## config.mk

```make
export PLATFORM = sky130hd
export DESIGN_NAME = audio_pwm_out_flat
export DESIGN_NICKNAME = d
export VERILOG_FILES = /design/src/rtl/audio_pkg.sv /design/src/rtl/audio_pwm_out_if.sv /design/src/rtl/audio_pwm_out_pwm_dac.sv /design/src/rtl/audio_pwm_out.sv /design/src/flat_wrapper.sv
export SDC_FILE = /design/constraint.sdc
export NUM_CORES = 1
export LEC_CHECK = 0
export BUFFER_PORTS_ARGS = -buffer_cell sky130_fd_sc_hd__buf_2
export CAP_MARGIN = 20
export CORE_MARGIN = 2
export CORE_UTILIZATION = 60
export CTS_CLUSTER_DIAMETER = 150
export DETAILED_ROUTE_END_ITERATION = 10
export PLACE_DENSITY = 0.86
export SLEW_MARGIN = 20
export SYNTH_ARGS = -nofsm -noshare
export SYNTH_HDL_FRONTEND = slang
export SYNTH_HIERARCHICAL = 1
export SYNTH_SLANG_ARGS = --single-unit
```

## constraint.sdc

```tcl
create_clock -name clk25 -period 7.8 [get_ports clk25]
set_input_delay 1.56 -clock clk25 [delete_from_list [all_inputs] [get_ports clk25]]
set_output_delay 1.56 -clock clk25 [all_outputs]
set_load 0.02 [all_outputs]
```

## src/rtl/audio_pkg.sv

```systemverilog
// ---------------------------------------------------------------------------
// audio_pkg
// Shared constants, state type and mixing helper for the audio PWM output
// stage (audio_pwm_out and its pwm_dac sub-module).
//   PWM_BITS   : PWM counter / duty width (carrier period = 2^PWM_BITS clocks)
//   SAMPLE_W   : width of one unsigned synthesiser sample
//   GAIN_MAX   : full-scale soft-start gain
//   GAIN_W     : width of the gain register (holds 0..GAIN_MAX)
//   GAIN_SHIFT : log2(GAIN_MAX); the scaled sample is (mixed * gain) >> GAIN_SHIFT
// ---------------------------------------------------------------------------
package audio_pkg;

    localparam int PWM_BITS   = 8;
    localparam int SAMPLE_W   = 8;
    localparam int GAIN_MAX   = 16;
    localparam int GAIN_W     = 5;
    localparam int GAIN_SHIFT = 4;

    typedef enum logic [1:0] {
        IDLE      = 2'd0,
        RAMP_UP   = 2'd1,
        ACTIVE    = 2'd2,
        RAMP_DOWN = 2'd3
    } audio_state_t;

    // Sum of the enabled channels, attenuated by the volume shift and clipped
    // to full scale so a loud two-channel mix never wraps around.
    function automatic logic [SAMPLE_W-1:0] mixSample(
        input logic [SAMPLE_W-1:0] ch0,
        input logic                en0,
        input logic [SAMPLE_W-1:0] ch1,
        input logic                en1,
        input logic [1:0]          volShift
    );
        logic [SAMPLE_W:0] sum;
        logic [SAMPLE_W:0] shifted;
        sum     = {1'b0, (en0 ? ch0 : '0)} + {1'b0, (en1 ? ch1 : '0)};
        shifted = sum >> volShift;
        return (shifted > {1'b0, {SAMPLE_W{1'b1}}}) ? {SAMPLE_W{1'b1}} : shifted[SAMPLE_W-1:0];
    endfunction

endpackage

```

## src/rtl/audio_pwm_out_if.sv

```systemverilog
// ---------------------------------------------------------------------------
// audio_pwm_out_if
// Bundle between the sound-effect synthesisers / control logic and the
// audio PWM output stage.
//   enable      : level, 1 = audio on, 0 = fade out and shut amplifier down
//   ch0_in/en   : channel 0 unsigned sample and mix enable
//   ch1_in/en   : channel 1 unsigned sample and mix enable
//   vol_shift   : attenuation, mix right-shifted by 0..3
//   aud_pwm     : 1-bit PWM stream for the mono amplifier
//   aud_sd      : amplifier enable (1 = on)
//   sample_tick : one-cycle pulse on the last clock of each PWM period
//   busy        : output stage is not idle
// master = the side producing samples, slave = audio_pwm_out.
// ---------------------------------------------------------------------------
interface audio_pwm_out_if;

    logic       enable;
    logic [7:0] ch0_in;
    logic       ch0_en;
    logic [7:0] ch1_in;
    logic       ch1_en;
    logic [1:0] vol_shift;
    logic       aud_pwm;
    logic       aud_sd;
    logic       sample_tick;
    logic       busy;

    modport master (
        output enable, ch0_in, ch0_en, ch1_in, ch1_en, vol_shift,
        input  aud_pwm, aud_sd, sample_tick, busy
    );

    modport slave (
        input  enable, ch0_in, ch0_en, ch1_in, ch1_en, vol_shift,
        output aud_pwm, aud_sd, sample_tick, busy
    );

endinterface

```

## src/rtl/audio_pwm_out_pwm_dac.sv

```systemverilog
// ---------------------------------------------------------------------------
// pwm_dac
// Free-running PWM carrier. The counter wraps every 2^WIDTH clocks, the duty
// value is captured only on the wrap edge so a period is never cut short or
// stretched, and the output bit is registered.
//   clk25       : system clock
//   reset       : synchronous, active-high
//   duty_in     : requested duty for the next period
//   aud_pwm     : registered PWM bit, equals (pwm_cnt < duty_q)
//   sample_tick : high while pwm_cnt is at its last count (period boundary)
// ---------------------------------------------------------------------------
module pwm_dac
    import audio_pkg::*;
#(
    parameter int WIDTH = PWM_BITS
) (
    input  logic             clk25,
    input  logic             reset,
    input  logic [WIDTH-1:0] duty_in,
    output logic             aud_pwm,
    output logic             sample_tick
);

    localparam logic [WIDTH-1:0] CNT_LAST = '1;

    logic [WIDTH-1:0] r_pwmCnt;
    logic [WIDTH-1:0] r_dutyQ;
    logic             r_pwm;
    logic             w_wrap;
    logic [WIDTH-1:0] w_cntNext;
    logic [WIDTH-1:0] w_dutyNext;

    assign w_wrap     = (r_pwmCnt == CNT_LAST);
    assign w_cntNext  = r_pwmCnt + 1'b1;
    assign w_dutyNext = w_wrap ? duty_in : r_dutyQ;

    // The output flop compares the values the counter and duty will hold
    // after this edge, so the registered bit lines up with pwm_cnt exactly.
    always_ff @(posedge clk25) begin
        if (reset) begin
            r_pwmCnt <= '0;
            r_dutyQ  <= '0;
            r_pwm    <= 1'b0;
        end else begin
            r_pwmCnt <= w_cntNext;
            r_dutyQ  <= w_dutyNext;
            r_pwm    <= (w_cntNext < w_dutyNext);
        end
    end

    assign aud_pwm     = r_pwm;
    assign sample_tick = w_wrap;

endmodule

```

## src/rtl/audio_pwm_out.sv

```systemverilog
// ---------------------------------------------------------------------------
// audio_pwm_out
// Output stage behind the sound-effect synthesisers: mixes two unsigned
// samples, applies a volume shift and an anti-pop soft-start/stop gain ramp,
// and drives the mono amplifier as 1-bit PWM with shutdown control.
// The board wrapper turns aud_pwm into the open-drain AUD_PWM pin
// (1 -> high-Z, 0 -> drive low) and feeds aud_sd straight to AUD_SD.
//   clk25    : 25 MHz system clock
//   reset    : synchronous, active-high
//   bus      : audio_pwm_out_if.slave (samples, enables, PWM/status outputs)
//   RAMP_DIV : PWM periods per gain step
// ---------------------------------------------------------------------------
module audio_pwm_out
    import audio_pkg::*;
#(
    parameter int RAMP_DIV = 64
) (
    input  logic            clk25,
    input  logic            reset,
    audio_pwm_out_if.slave  bus
);

    localparam int                 RAMP_W    = (RAMP_DIV > 1) ? $clog2(RAMP_DIV) : 1;
    localparam logic [RAMP_W-1:0]  RAMP_LAST = RAMP_W'(RAMP_DIV - 1);
    localparam logic [GAIN_W-1:0]  GAIN_FULL = GAIN_W'(GAIN_MAX);
    localparam logic [GAIN_W-1:0]  GAIN_TOP  = GAIN_W'(GAIN_MAX - 1);
    localparam int                 PROD_W    = SAMPLE_W + GAIN_W;

    audio_state_t        r_state;
    audio_state_t        w_stateNext;
    logic [GAIN_W-1:0]   r_gain;
    logic [GAIN_W-1:0]   w_gainNext;
    logic [RAMP_W-1:0]   r_rampCnt;
    logic [RAMP_W-1:0]   w_rampNext;
    logic [SAMPLE_W-1:0] r_mixed;
    logic [SAMPLE_W-1:0] r_scaled;
    logic [PROD_W-1:0]   w_product;
    logic [PROD_W-1:0]   w_scaledWide;
    logic                w_tick;
    logic                w_stepDue;

    // Two-stage mixer: stage 1 mixes/attenuates, stage 2 applies the ramp
    // gain. Both run every clock; the DAC only samples the result at the
    // period boundary.
    assign w_product    = {{GAIN_W{1'b0}}, r_mixed} * {{SAMPLE_W{1'b0}}, r_gain};
    assign w_scaledWide = w_product >> GAIN_SHIFT;

    always_ff @(posedge clk25) begin
        if (reset) begin
            r_mixed  <= '0;
            r_scaled <= '0;
        end else begin
            r_mixed  <= mixSample(bus.ch0_in, bus.ch0_en, bus.ch1_in, bus.ch1_en, bus.vol_shift);
            r_scaled <= (w_scaledWide > PROD_W'({SAMPLE_W{1'b1}})) ? {SAMPLE_W{1'b1}}
                                                                  : w_scaledWide[SAMPLE_W-1:0];
        end
    end

    pwm_dac #(
        .WIDTH (PWM_BITS)
    ) u_pwmDac (
        .clk25       (clk25),
        .reset       (reset),
        .duty_in     (r_scaled),
        .aud_pwm     (bus.aud_pwm),
        .sample_tick (w_tick)
    );

    // Gain only moves on period boundaries, once every RAMP_DIV periods.
    assign w_stepDue = w_tick && (r_rampCnt == RAMP_LAST);

    // State, gain and ramp divider registers.
    always_ff @(posedge clk25) begin
        if (reset) begin
            r_state   <= IDLE;
            r_gain    <= '0;
            r_rampCnt <= '0;
        end else begin
            r_state   <= w_stateNext;
            r_gain    <= w_gainNext;
            r_rampCnt <= w_rampNext;
        end
    end

    // Soft-start/stop controller. A change of enable always takes priority
    // over a gain step on the same edge, and reversing direction keeps the
    // current gain so the output never jumps.
    always_comb begin
        w_stateNext = r_state;
        w_gainNext  = r_gain;
        w_rampNext  = r_rampCnt;
        unique case (r_state)
            IDLE: begin
                w_gainNext = '0;
                if (bus.enable) begin
                    w_stateNext = RAMP_UP;
                    w_rampNext  = '0;
                end
            end
            RAMP_UP: begin
                if (!bus.enable) begin
                    w_stateNext = RAMP_DOWN;
                    w_rampNext  = '0;
                end else if (w_stepDue) begin
                    w_rampNext = '0;
                    if (r_gain >= GAIN_TOP) begin
                        w_gainNext  = GAIN_FULL;
                        w_stateNext = ACTIVE;
                    end else begin
                        w_gainNext = r_gain + 1'b1;
                    end
                end else if (w_tick) begin
                    w_rampNext = r_rampCnt + 1'b1;
                end
            end
            ACTIVE: begin
                w_gainNext = GAIN_FULL;
                if (!bus.enable) begin
                    w_stateNext = RAMP_DOWN;
                    w_rampNext  = '0;
                end
            end
            RAMP_DOWN: begin
                if (bus.enable) begin
                    w_stateNext = RAMP_UP;
                    w_rampNext  = '0;
                end else if (w_stepDue) begin
                    w_rampNext = '0;
                    if (r_gain <= GAIN_W'(1)) begin
                        w_gainNext  = '0;
                        w_stateNext = IDLE;
                    end else begin
                        w_gainNext = r_gain - 1'b1;
                    end
                end else if (w_tick) begin
                    w_rampNext = r_rampCnt + 1'b1;
                end
            end
            default: begin
                w_stateNext = IDLE;
                w_gainNext  = '0;
                w_rampNext  = '0;
            end
        endcase
    end

    // The amplifier stays powered for the whole fade so the ramp is audible
    // rather than clipped by the shutdown pin.
    assign bus.aud_sd      = (r_state != IDLE);
    assign bus.busy        = (r_state != IDLE);
    assign bus.sample_tick = w_tick;

endmodule

```

## src/flat_wrapper.sv

```systemverilog
// flat-port wrapper written by rule: the top's interface ports become plain ports
module audio_pwm_out_flat import audio_pkg::*;
#(
    parameter int RAMP_DIV = 64
)
  (clk25, reset, bus_enable, bus_ch0_in, bus_ch0_en, bus_ch1_in, bus_ch1_en, bus_vol_shift, bus_aud_pwm, bus_aud_sd, bus_sample_tick, bus_busy);
  audio_pwm_out_if bus_i ();
  input  logic clk25;
  input  logic reset;
  input wire logic [$bits(bus_i.enable)-1:0] bus_enable;
  input wire logic [$bits(bus_i.ch0_in)-1:0] bus_ch0_in;
  input wire logic [$bits(bus_i.ch0_en)-1:0] bus_ch0_en;
  input wire logic [$bits(bus_i.ch1_in)-1:0] bus_ch1_in;
  input wire logic [$bits(bus_i.ch1_en)-1:0] bus_ch1_en;
  input wire logic [$bits(bus_i.vol_shift)-1:0] bus_vol_shift;
  output wire logic [$bits(bus_i.aud_pwm)-1:0] bus_aud_pwm;
  output wire logic [$bits(bus_i.aud_sd)-1:0] bus_aud_sd;
  output wire logic [$bits(bus_i.sample_tick)-1:0] bus_sample_tick;
  output wire logic [$bits(bus_i.busy)-1:0] bus_busy;
  assign bus_i.enable = bus_enable;
  assign bus_i.ch0_in = bus_ch0_in;
  assign bus_i.ch0_en = bus_ch0_en;
  assign bus_i.ch1_in = bus_ch1_in;
  assign bus_i.ch1_en = bus_ch1_en;
  assign bus_i.vol_shift = bus_vol_shift;
  assign bus_aud_pwm = bus_i.aud_pwm;
  assign bus_aud_sd = bus_i.aud_sd;
  assign bus_sample_tick = bus_i.sample_tick;
  assign bus_busy = bus_i.busy;
  audio_pwm_out #(.RAMP_DIV(RAMP_DIV)) u_core (.clk25(clk25), .reset(reset), .bus(bus_i));
endmodule
```

Yosys cells after proc, flatten, opt, wreduce, memory -nomap -nowiden
Index checks and enable logic that the tools add are counted.
{"block": "word_totals", "register_bits": 46, "out_inout_bits": 4, "wordCells": 69}
{"block": "classes", "addsub": 5, "mul": 1, "order_cmp": 5, "eq_ne": 15, "shift": 1, "mux": 28, "reduce_logical": 6}
{"operator": "$mux 8", "n": 5}
{"operator": "$mux 6", "n": 6}
{"operator": "$mux 5", "n": 6}
{"operator": "$pmux 6 s4", "n": 1}
{"operator": "$pmux 5 s4", "n": 1}
{"operator": "$gt 9x8->1 const B", "n": 2}
{"operator": "$mux 2", "n": 8}
{"operator": "$mul 8x5->13", "n": 1}
{"operator": "$ne 3x2->1 const B", "n": 4}
{"operator": "$add 8x8->9", "n": 1}
{"operator": "$shr 9x2->9", "n": 1}
{"operator": "$add 8x1->8 const B", "n": 1}
{"operator": "$eq 8x8->1 const B", "n": 1}
{"operator": "$lt 8x8->1", "n": 1}
{"operator": "$ne 2x2->1 const B", "n": 4}
{"operator": "$pmux 2 s4", "n": 1}
{"operator": "$add 6x1->6 const B", "n": 1}
{"operator": "$eq 6x6->1 const B", "n": 1}
{"operator": "$reduce_and 6->1", "n": 1}
{"operator": "$add 5x1->5 const B", "n": 1}
{"operator": "$ge 5x4->1 const B", "n": 1}
{"operator": "$le 5x1->1 const B", "n": 1}
{"operator": "$sub 5x1->5 const B", "n": 1}
{"operator": "$eq 2x2->1 const B", "n": 2}
{"operator": "7 further kinds", "n": 8}

Logic depth before layout (Yosys ltp)
Gate-level depths: netlist of the first run.
{"block": "depth", "depth_word": 5, "ltp_mapped": 16, "ltp_nobuf": 14}

By module
Netlist of the first run, hierarchy kept.
{"mod": "audio_pwm_out", "instances": 1, "cells_each": 356, "area_per_inst_um2": 3021.6, "seq_area_each_um2": 580.6}
{"mod": "pwm_dac", "instances": 1, "cells_each": 82, "area_per_inst_um2": 820.8, "seq_area_each_um2": 340.3}

Worst setup path after synthesis of the first run
OpenSTA, ideal clock, no wires.
{"block": "synth_timing", "path_type": "reg2reg", "from": "reg u_core.r_gain[3]", "to": "reg u_core.r_scaled[6]", "t_arrival_ns": 3.672, "required_time_ns": 7.667, "path_slack_ns": 3.995, "stages_incl_launch_ff": 15, "path_buffers": 1, "period_less_slack_ns": 3.805, "cell_sequence": "dfxtp_1 > clkbuf_1 > and2_1 > fa_1 > fa_1 > inv_1 > fa_1 > inv_1 > ha_1 > a21oi_1 > nand2_1 > or2_1 > a211o_1 > xnor2_1 > a21oi_1"}
{"block": "synth_via", "elab_chain_len": 3}
{"item": "start: declaration", "line": "audio_pwm_out.sv:31", "text": "logic [GAIN_W-1:0] r_gain;"}
{"item": "start signal: assignment", "line": "audio_pwm_out.sv:80", "text": "r_gain <= w_gainNext;"}
{"item": "$mul 8x5->13 (*)", "line": "audio_pwm_out.sv:45", "text": "assign w_product = {{GAIN_W{1'b0}}, r_mixed} * {{SAMPLE_W{1'b0}}, r_gain};"}
{"item": "$gt 9x8->1", "line": "audio_pwm_out.sv:54", "text": "r_scaled <= (w_scaledWide > PROD_W'({SAMPLE_W{1'b1}})) ? {SAMPLE_W{1'b1}}"}
{"item": "$mux 8 (*)", "line": "audio_pwm_out.sv:54"}
{"item": "end signal: assignment", "line": "audio_pwm_out.sv:54"}
{"item": "end: declaration", "line": "audio_pwm_out.sv:36", "text": "logic [SAMPLE_W-1:0] r_scaled;"}
Mark *: on every way between the ends. The rest lies on a longest branch, timed or not.
A chain may end at the register's enable or synchronous reset.

Worst setup path in the final report of the first run
Same ends and word-level chain as after synthesis.

==> reports/qor.csv, run 1 <==
metric,value,unit
post-DR wirelength/cell,13.2,µm
"FFs w/ async S/R, synth",0,
DR DRC count,0,
Die Y,84.0,µm
Fmax,247,MHz
layout cell share with drive strength beyond 1,0.0917,
clk root buf,clkbuf_8,
IO Port Bufs,26,
most frequent cells in the layout,"46 x dfxtp_1, 45 x ha_1, 39 x and2_1",
CTS buffer count,5,
Post-CTS Setup Inserts,0,
worst r2r dst,u_core/r_scaled[6]$_SDFF_PP0_,
"Primary FF master, synth",dfxtp_1,
hold depth,2,
gpl congestion,0.860,
final setup TNS,0,ns
critical path required time,7.95,ns
Vias,3071,
Final Skew,0.00547,ns
ANT cells,0,
Crit Path Category,reg2reg,
Final Power,596,µW
Synth Warn #,6,
Setup Viol. Count Final,0,
CP startpoint kind,flop,
initial antenna violation count,0,
worst slew pin tran,0.708,ns
max-cap violations,0,
Clock Latency Late Sink,0.30,ns
CTS H-tree depth,2,
Yosys top cell area share,0.240,
"FF+latch count, synth",46,
PD cells,146,mW/mm²
vias in the first global route,3077,
CP endpoint kind,flop,
CTS tree,done,
final hold vios,0,
area of the multi-input gates,0.00273,mm²
Die X,84.0,µm
Hold EP,u_core/u_pwmDac/r_dutyQ[0]$_SDFF_PP0_,
total routed wirelength,7.07,mm
TritonRoute pass-1 iters,4,
fin. max-slew vios,0,
worst-case reg-to-reg path depth,13,
CP arrival,4.19,ns
period utilisation layout,0.518,
Nets,544,
synthesized cell area,0.00384,mm²
sequential area share after synthesis,0.240,
TritonCTS Sinks,46,
Worst Path Max Fanout,17,
"Avg Cell Area, Syn",8.77,µm²
DPL Wire Length,5.80,mm
library cells used by synthesis,61,
type of the worst min-delay path,reg2reg,
max_slew headroom,0.528,
cell taking the most area after synthesis,dfxtp_1,
# fillers,508,
RSZ-0062 raised after global routing,no,
Area growth syn-to-layout,6.35,%
number of synthesized flops with an enable pin,0,
Clock Pin Slew Worst Setup and Hold Paths,0.08,ns
CTS resizes,0,
R2R Setup Slk,3.76,ns
Final Critical Period,4.04,ns
GRT Total Usage,0.211,
# IOs,27,
pin count of the biggest net entering global routing,42,
die area,0.00706,mm²
total congestion overflow,0,
Initial Utilization,0.612,
"antenna viol nets, final",0,
maximum VDD drop,0.123,mV
syn nets,524,
ranking of synthesized cells by area,"dfxtp_1 24%, ha_1 15%, fa_1 9.4%, and2_1 6.3%, mux2i_1 4.4%",
initial DRC count,120,
Core Region,0.00628,mm²
final core utilization,0.651,
"most common cell after layout, fill and taps aside",dfxtp_1,
reg2reg start,u_core/r_gain[3]$_SDFFE_PP0P_,
status,"complete, no violations",
first-pass GRT wire length,12.5,mm
storage element area,921,µm²
Cell Rows,29,
Vias/cell,5.74,
Mapped Cells,438,
hold_buf cts,0,
Worst Min Path Start,u_core/r_scaled[0]$_SDFF_PP0_,
clock tree buffer depth,2,
leakage power,1.94,nW
==> where the power goes <==
part	total, mW	leakage (nW)	switching, mW	internal, mW
clock	0.136	0.0438	0.0762	0.0602
combinational	0.193	1.53	0.116	0.0772
sequential	0.266	0.374	0.0178	0.249
==> per-stage QoR <==
step	setup WS (ns)	cells	instance area, µm²	hold slack [ns]
6_report	3.76	535	4090	0.482
5_1_grt	3.50	535	4090	0.511
4_1_cts	3.75	535	4090	0.485
3_5_place_dp	3.77	528	4010	0.475
3_3_place_gp	3.91	528	4010	0.457
2_1_floorplan	4.00	438	3840	0.432
==> Yosys cell counts (3+ instances only) <==
master,number
ha_1,45
o21ai_0,11
dfxtp_1,46
nor3_1,4
mux2i_1,17
and3_1,3
nand2_1,35
nand4_1,5
and2_1,39
inv_1,36
xnor2_1,11
o2111ai_1,3
nand3_1,14
and4_1,3
fa_1,18
o21a_1,3
a211oi_1,3
a221oi_1,6
o21ai_1,4
clkbuf_1,10
or3_1,3
nor2b_1,8
xor2_1,12
a21oi_1,26
nor2_1,29
a21o_1,3
==> worst max path at each step <==
stage                             startpoint                            end  slack, ns  cells past startpoint
5_1_grt        u_core/r_gain[3]$_SDFFE_PP0P_  u_core/r_scaled[1]$_SDFF_PP0_       3.50                     12
3_3_place_gp   u_core/r_gain[2]$_SDFFE_PP0P_  u_core/r_scaled[6]$_SDFF_PP0_       3.91                     12
4_1_cts        u_core/r_gain[2]$_SDFFE_PP0P_  u_core/r_scaled[6]$_SDFF_PP0_       3.75                     12
3_5_place_dp   u_core/r_gain[2]$_SDFFE_PP0P_  u_core/r_scaled[6]$_SDFF_PP0_       3.77                     12
2_1_floorplan  u_core/r_gain[3]$_SDFFE_PP0P_  u_core/r_scaled[6]$_SDFF_PP0_       4.00                     14
6_report       u_core/r_gain[3]$_SDFFE_PP0P_  u_core/r_scaled[6]$_SDFF_PP0_       3.76                     13
==> sequential cells by signal, summed over array words and instances (netlist names) <==
signal,cells
u_core/u_pwmDac/r_dutyQ,8
u_core/r_gain,5
u_core/u_pwmDac/r_pwmCnt,8
u_core/r_mixed,8
u_core/r_rampCnt,6
u_core/r_state,2
u_core/r_scaled,8
u_core/u_pwmDac/aud_pwm,1
==> logic make-up after synthesis <==
logic type	share of synthesized area
buf+inv	0.0511
xor+xnor	0.0567
fa+ha+maj	0.240
mux	0.0472
compound gates	0.148
flops	0.240
simple gates	0.217
==> layout make-up <==
cell class / instances / share of cell area
tap: 77 / 0.0236
clock inverter: 2 / 0.00245
inverter: 36 / 0.0331
timing repair buffer: 26 / 0.0318
multi-input combinational: 343 / 0.667
clock buffer: 5 / 0.0168
sequential: 46 / 0.225
==> routing by layer <==
metal,GRT usage,part of all wire
met1,0.227,0.43
met2,0.414,0.53
met3,0.0326,0.028
met4,0.0660,0.012
met5,0,0
==> worst max-delay path, cell delays in order (launching register included) <==
cell and delay [ns]:
dfxtp_1 0.62, and2_1 0.22, fa_1 0.45, fa_1 0.55
inv_1 0.06, fa_1 0.52, inv_1 0.04, ha_1 0.37
a21o_1 0.22, a21oi_1 0.26, nor2b_1 0.08, a211o_1 0.28
xnor2_1 0.14, a21oi_1 0.09
Power figures use the tool's default switching activity.
==> run 2, diff against run 1 <==
ABC_AREA = 1   (was not set)
clock period = 3.9 ns   (was 7.8 ns; I/O delays follow)
==> reports/qor.csv, run 2 <==
metric,value,unit,change
status,"complete, no violations",,
Worst Min Path Start,u_core/u_pwmDac/r_pwmCnt[0]$_SDFF_PP0_,,
leakage power,2.62,nW,+35%
max-cap violations,0,,unchanged
Die X,87.2,µm,+3.7%
cell taking the most area after synthesis,dfxtp_1,,
TritonRoute pass-1 iters,4,,unchanged
CP arrival,3.80,ns,-0.39 ns
Hold EP,u_core/u_pwmDac/r_pwmCnt[0]$_SDFF_PP0_,,
total congestion overflow,0,,unchanged
library cells used by synthesis,40,,-34%
hold_buf cts,0,,unchanged
IO Port Bufs,26,,unchanged
syn nets,697,,+33%
CTS tree,done,,
Post-Layout Cell Count,714,,+33%
period utilisation layout,0.925,,+0.407
ANT cells,0,,unchanged
Int Pwr,786,µW,+100%
Final Skew,0.0143,ns,+0.00883 ns
Fmax,277,MHz,+12%
most numerous cell in the Yosys netlist,nand2_1,,
CTS buffer count,5,,unchanged
clock tree buffer depth,2,,unchanged
TritonCTS Sinks,46,,unchanged
Clock Pin Slew Worst Setup and Hold Paths,0.09,ns,about the same
DPL Wire Length,6.57,mm,+13%
"most common cell after layout, fill and taps aside",nand2_1,,
Core Region,0.00676,mm²,+7.6%
GRT Total Usage,0.224,,+0.0128
"FFs w/ async S/R, synth",0,,unchanged
die area,0.00760,mm²,+7.6%
Mapped Cells,611,,+39%
first-pass GRT wire length,13.9,mm,+10%
total routed wirelength,7.98,mm,+13%
"Primary FF master, synth",dfxtp_1,,
"antenna viol nets, final",0,,unchanged
worst-case reg-to-reg path depth,19,,+6
Initial Utilization,0.614,,+0.00214
hold depth,1,,-1
"Avg Cell Area, Syn",6.79,µm²,-23%
CP startpoint kind,flop,,
Synth Warn #,6,,unchanged
initial DRC count,95,,-21%
clk root buf,clkbuf_8,,
Final Hold Slack,0.503,ns,+0.0202 ns
pin count of the biggest net entering global routing,29,,-31%
Final Power,1.26,mW,+110%
Clock Latency Late Sink,0.30,ns,about the same
"FF+latch count, synth",46,,unchanged
combinational power share,0.342,,+0.018
gpl congestion,0.897,,+4.3%
ranking of synthesized cells by area,"dfxtp_1 22%, nand2_1 16%, ha_1 14%, inv_1 10%, fa_1 8.7%",,
# IOs,27,,unchanged
layout cell share with drive strength beyond 1,0.101,,+0.00924
critical path required time,4.10,ns,-3.85 ns
Post-CTS Setup Inserts,0,,unchanged
Final Critical Period,3.61,ns,-0.436 ns
type of the worst min-delay path,reg2reg,,
CP endpoint kind,flop,,
Crit Path Category,reg2reg,,
Area growth syn-to-layout,6.72,%,
worst r2r dst,u_core/r_scaled[1]$_SDFF_PP0_,,
final core utilization,0.656,,+0.00457
Vias/cell,5.11,,-11%
final hold vios,0,,unchanged
PD cells,284,mW/mm²,+95%
switching share of power,0.376,,+0.0233
Worst Path Max Fanout,12,,-5
fin. max-slew vios,0,,unchanged
CTS H-tree depth,2,,unchanged
synthesized cell area,0.00415,mm²,+8.0%
CTS resizes,0,,unchanged
max_slew headroom,0.625,,+0.0964
Clock power frac,0.228,,about the same
reg2reg start,u_core/r_gain[4]$_SDFFE_PP0P_,,
Seq pwr share,0.430,,-0.017
Yosys top cell area share,0.222,,-0.0178
Nets,719,,+32%
R2R Setup Slk,0.29,ns,-3.46 ns
vias in the first global route,3450,,+12%
Cell Rows,30,,+3.4%
Die Y,87.2,µm,+3.7%
DR DRC count,0,,unchanged
sequential area share after synthesis,0.222,,-0.0178
worst slew pin tran,0.562,ns,-0.145 ns
post-DR wirelength/cell,11.2,µm,-15%
placed insts,706,,+34%
most frequent cells in the layout,"176 x nand2_1, 116 x inv_1, 49 x nor2_1",,
maximum VDD drop,0.272,mV,+120%
Switch Pwr,473,µW,+130%
Setup Viol. Count Final,0,,unchanged
initial antenna violation count,0,,unchanged
number of synthesized flops with an enable pin,0,,unchanged
Commonest cells post-synth,"176 x nand2_1, 116 x inv_1, 49 x nor2_1",,
Vias,3646,,+19%
## run 2: cell types whose count changed after synthesis, moves of 5 or more
cell / previous run / this run
nor2b_1: 8 / 0
mux2i_1: 17 / 8
o21ai_0: 11 / 16
inv_1: 36 / 116
and2_1: 39 / 0
nand2_1: 35 / 176
a221oi_1: 6 / 0
nor2_4: 0 / 5
nor2_1: 29 / 49
xor2_1: 12 / 7
nand3_1: 14 / 29
## run 2: worst max-delay path by stage
stage / cells after the start / to / from / slack, ns
3_5_place_dp: 19 / u_core/r_scaled[1]$_SDFF_PP0_ / u_core/r_gain[4]$_SDFFE_PP0P_ / 0.20
3_3_place_gp: 16 / u_core/r_scaled[6]$_SDFF_PP0_ / u_core/r_gain[4]$_SDFFE_PP0P_ / 0.36
5_1_grt: 16 / u_core/r_scaled[1]$_SDFF_PP0_ / u_core/r_gain[4]$_SDFFE_PP0P_ / -0.002
6_report: 19 / u_core/r_scaled[1]$_SDFF_PP0_ / u_core/r_gain[4]$_SDFFE_PP0P_ / 0.29
2_1_floorplan: 17 / u_core/r_scaled[6]$_SDFF_PP0_ / u_core/r_gain[2]$_SDFFE_PP0P_ / 0.31
4_1_cts: 19 / u_core/r_scaled[1]$_SDFF_PP0_ / u_core/r_gain[4]$_SDFFE_PP0P_ / 0.18
## run 2: power groups by stage
stage / logic, mW / clock network, mW / registers, mW
2_1_floorplan: 0.356 / 0 / 0.531
5_1_grt: 0.491 / 0.314 / 0.546
3_3_place_gp: 0.408 / 0 / 0.548
3_5_place_dp: 0.426 / 0 / 0.552
6_report: 0.431 / 0.288 / 0.541
4_1_cts: 0.429 / 0.297 / 0.540
## run 2: kinds of logic (layout without fill, tap and decap cells)
| family | Yosys count | count (layout) | synth area share |
|---|---|---|---|
| AO/OA/AOI/OAI | 61 | 61 | 0.0835 |
| buffers and inverters | 131 | 154 | 0.121 |
| XOR/XNOR | 14 | 14 | 0.0295 |
| adder cells (fa/ha/maj) | 63 | 63 | 0.222 |
| AND/OR/NAND/NOR | 288 | 288 | 0.302 |
| flip-flops | 46 | 46 | 0.222 |
| multiplexers | 8 | 8 | 0.0193 |
## run 2: critical path, cell delays in order, from the launching register on
cell and delay (ns):
dfxtp_2 0.45, nand2_1 0.07, inv_1 0.08, fa_1 0.42, fa_1 0.56, inv_1 0.06
fa_1 0.52, inv_1 0.04, ha_1 0.35, nand2_1 0.09, inv_1 0.08, nand2_1 0.07
nor3_1 0.14, nand2_1 0.10, nand2_1 0.09, nand2_1 0.06, nand2_2 0.13, nand2_1 0.08
nand2_1 0.07, inv_1 0.05
## run 2: per-layer routing
layer	up-vias	track usage	share of wire
met3	10	0.0389	0.030
li1	1913	-	-
met2	65	0.438	0.53
met1	1658	0.243	0.43
met5	-	0	0
met4	0	0.0643	0.011
## run 2: metrics by stage
| step | instance area [µm²] | setup TNS [ns] | setup slack, ns |
|---|---|---|---|
| after floorplan | 4150 | 0 | 0.307 |
| after global placement | 4340 | 0 | 0.360 |
| after detailed placement | 4340 | 0 | 0.201 |
| after CTS | 4430 | 0 | 0.177 |
| after global routing | 4430 | -0.00181 | -0.00181 |
| final | 4430 | 0 | 0.293 |
## run 2: layout make-up
cell class,count,area [µm²]
fill,599,2330
clock inverter,3,21.3
clock buffer,5,68.8
tap,80,100
multi-input combinational,434,2730
timing repair buffer,28,145
sequential,46,925
inverter,118,443
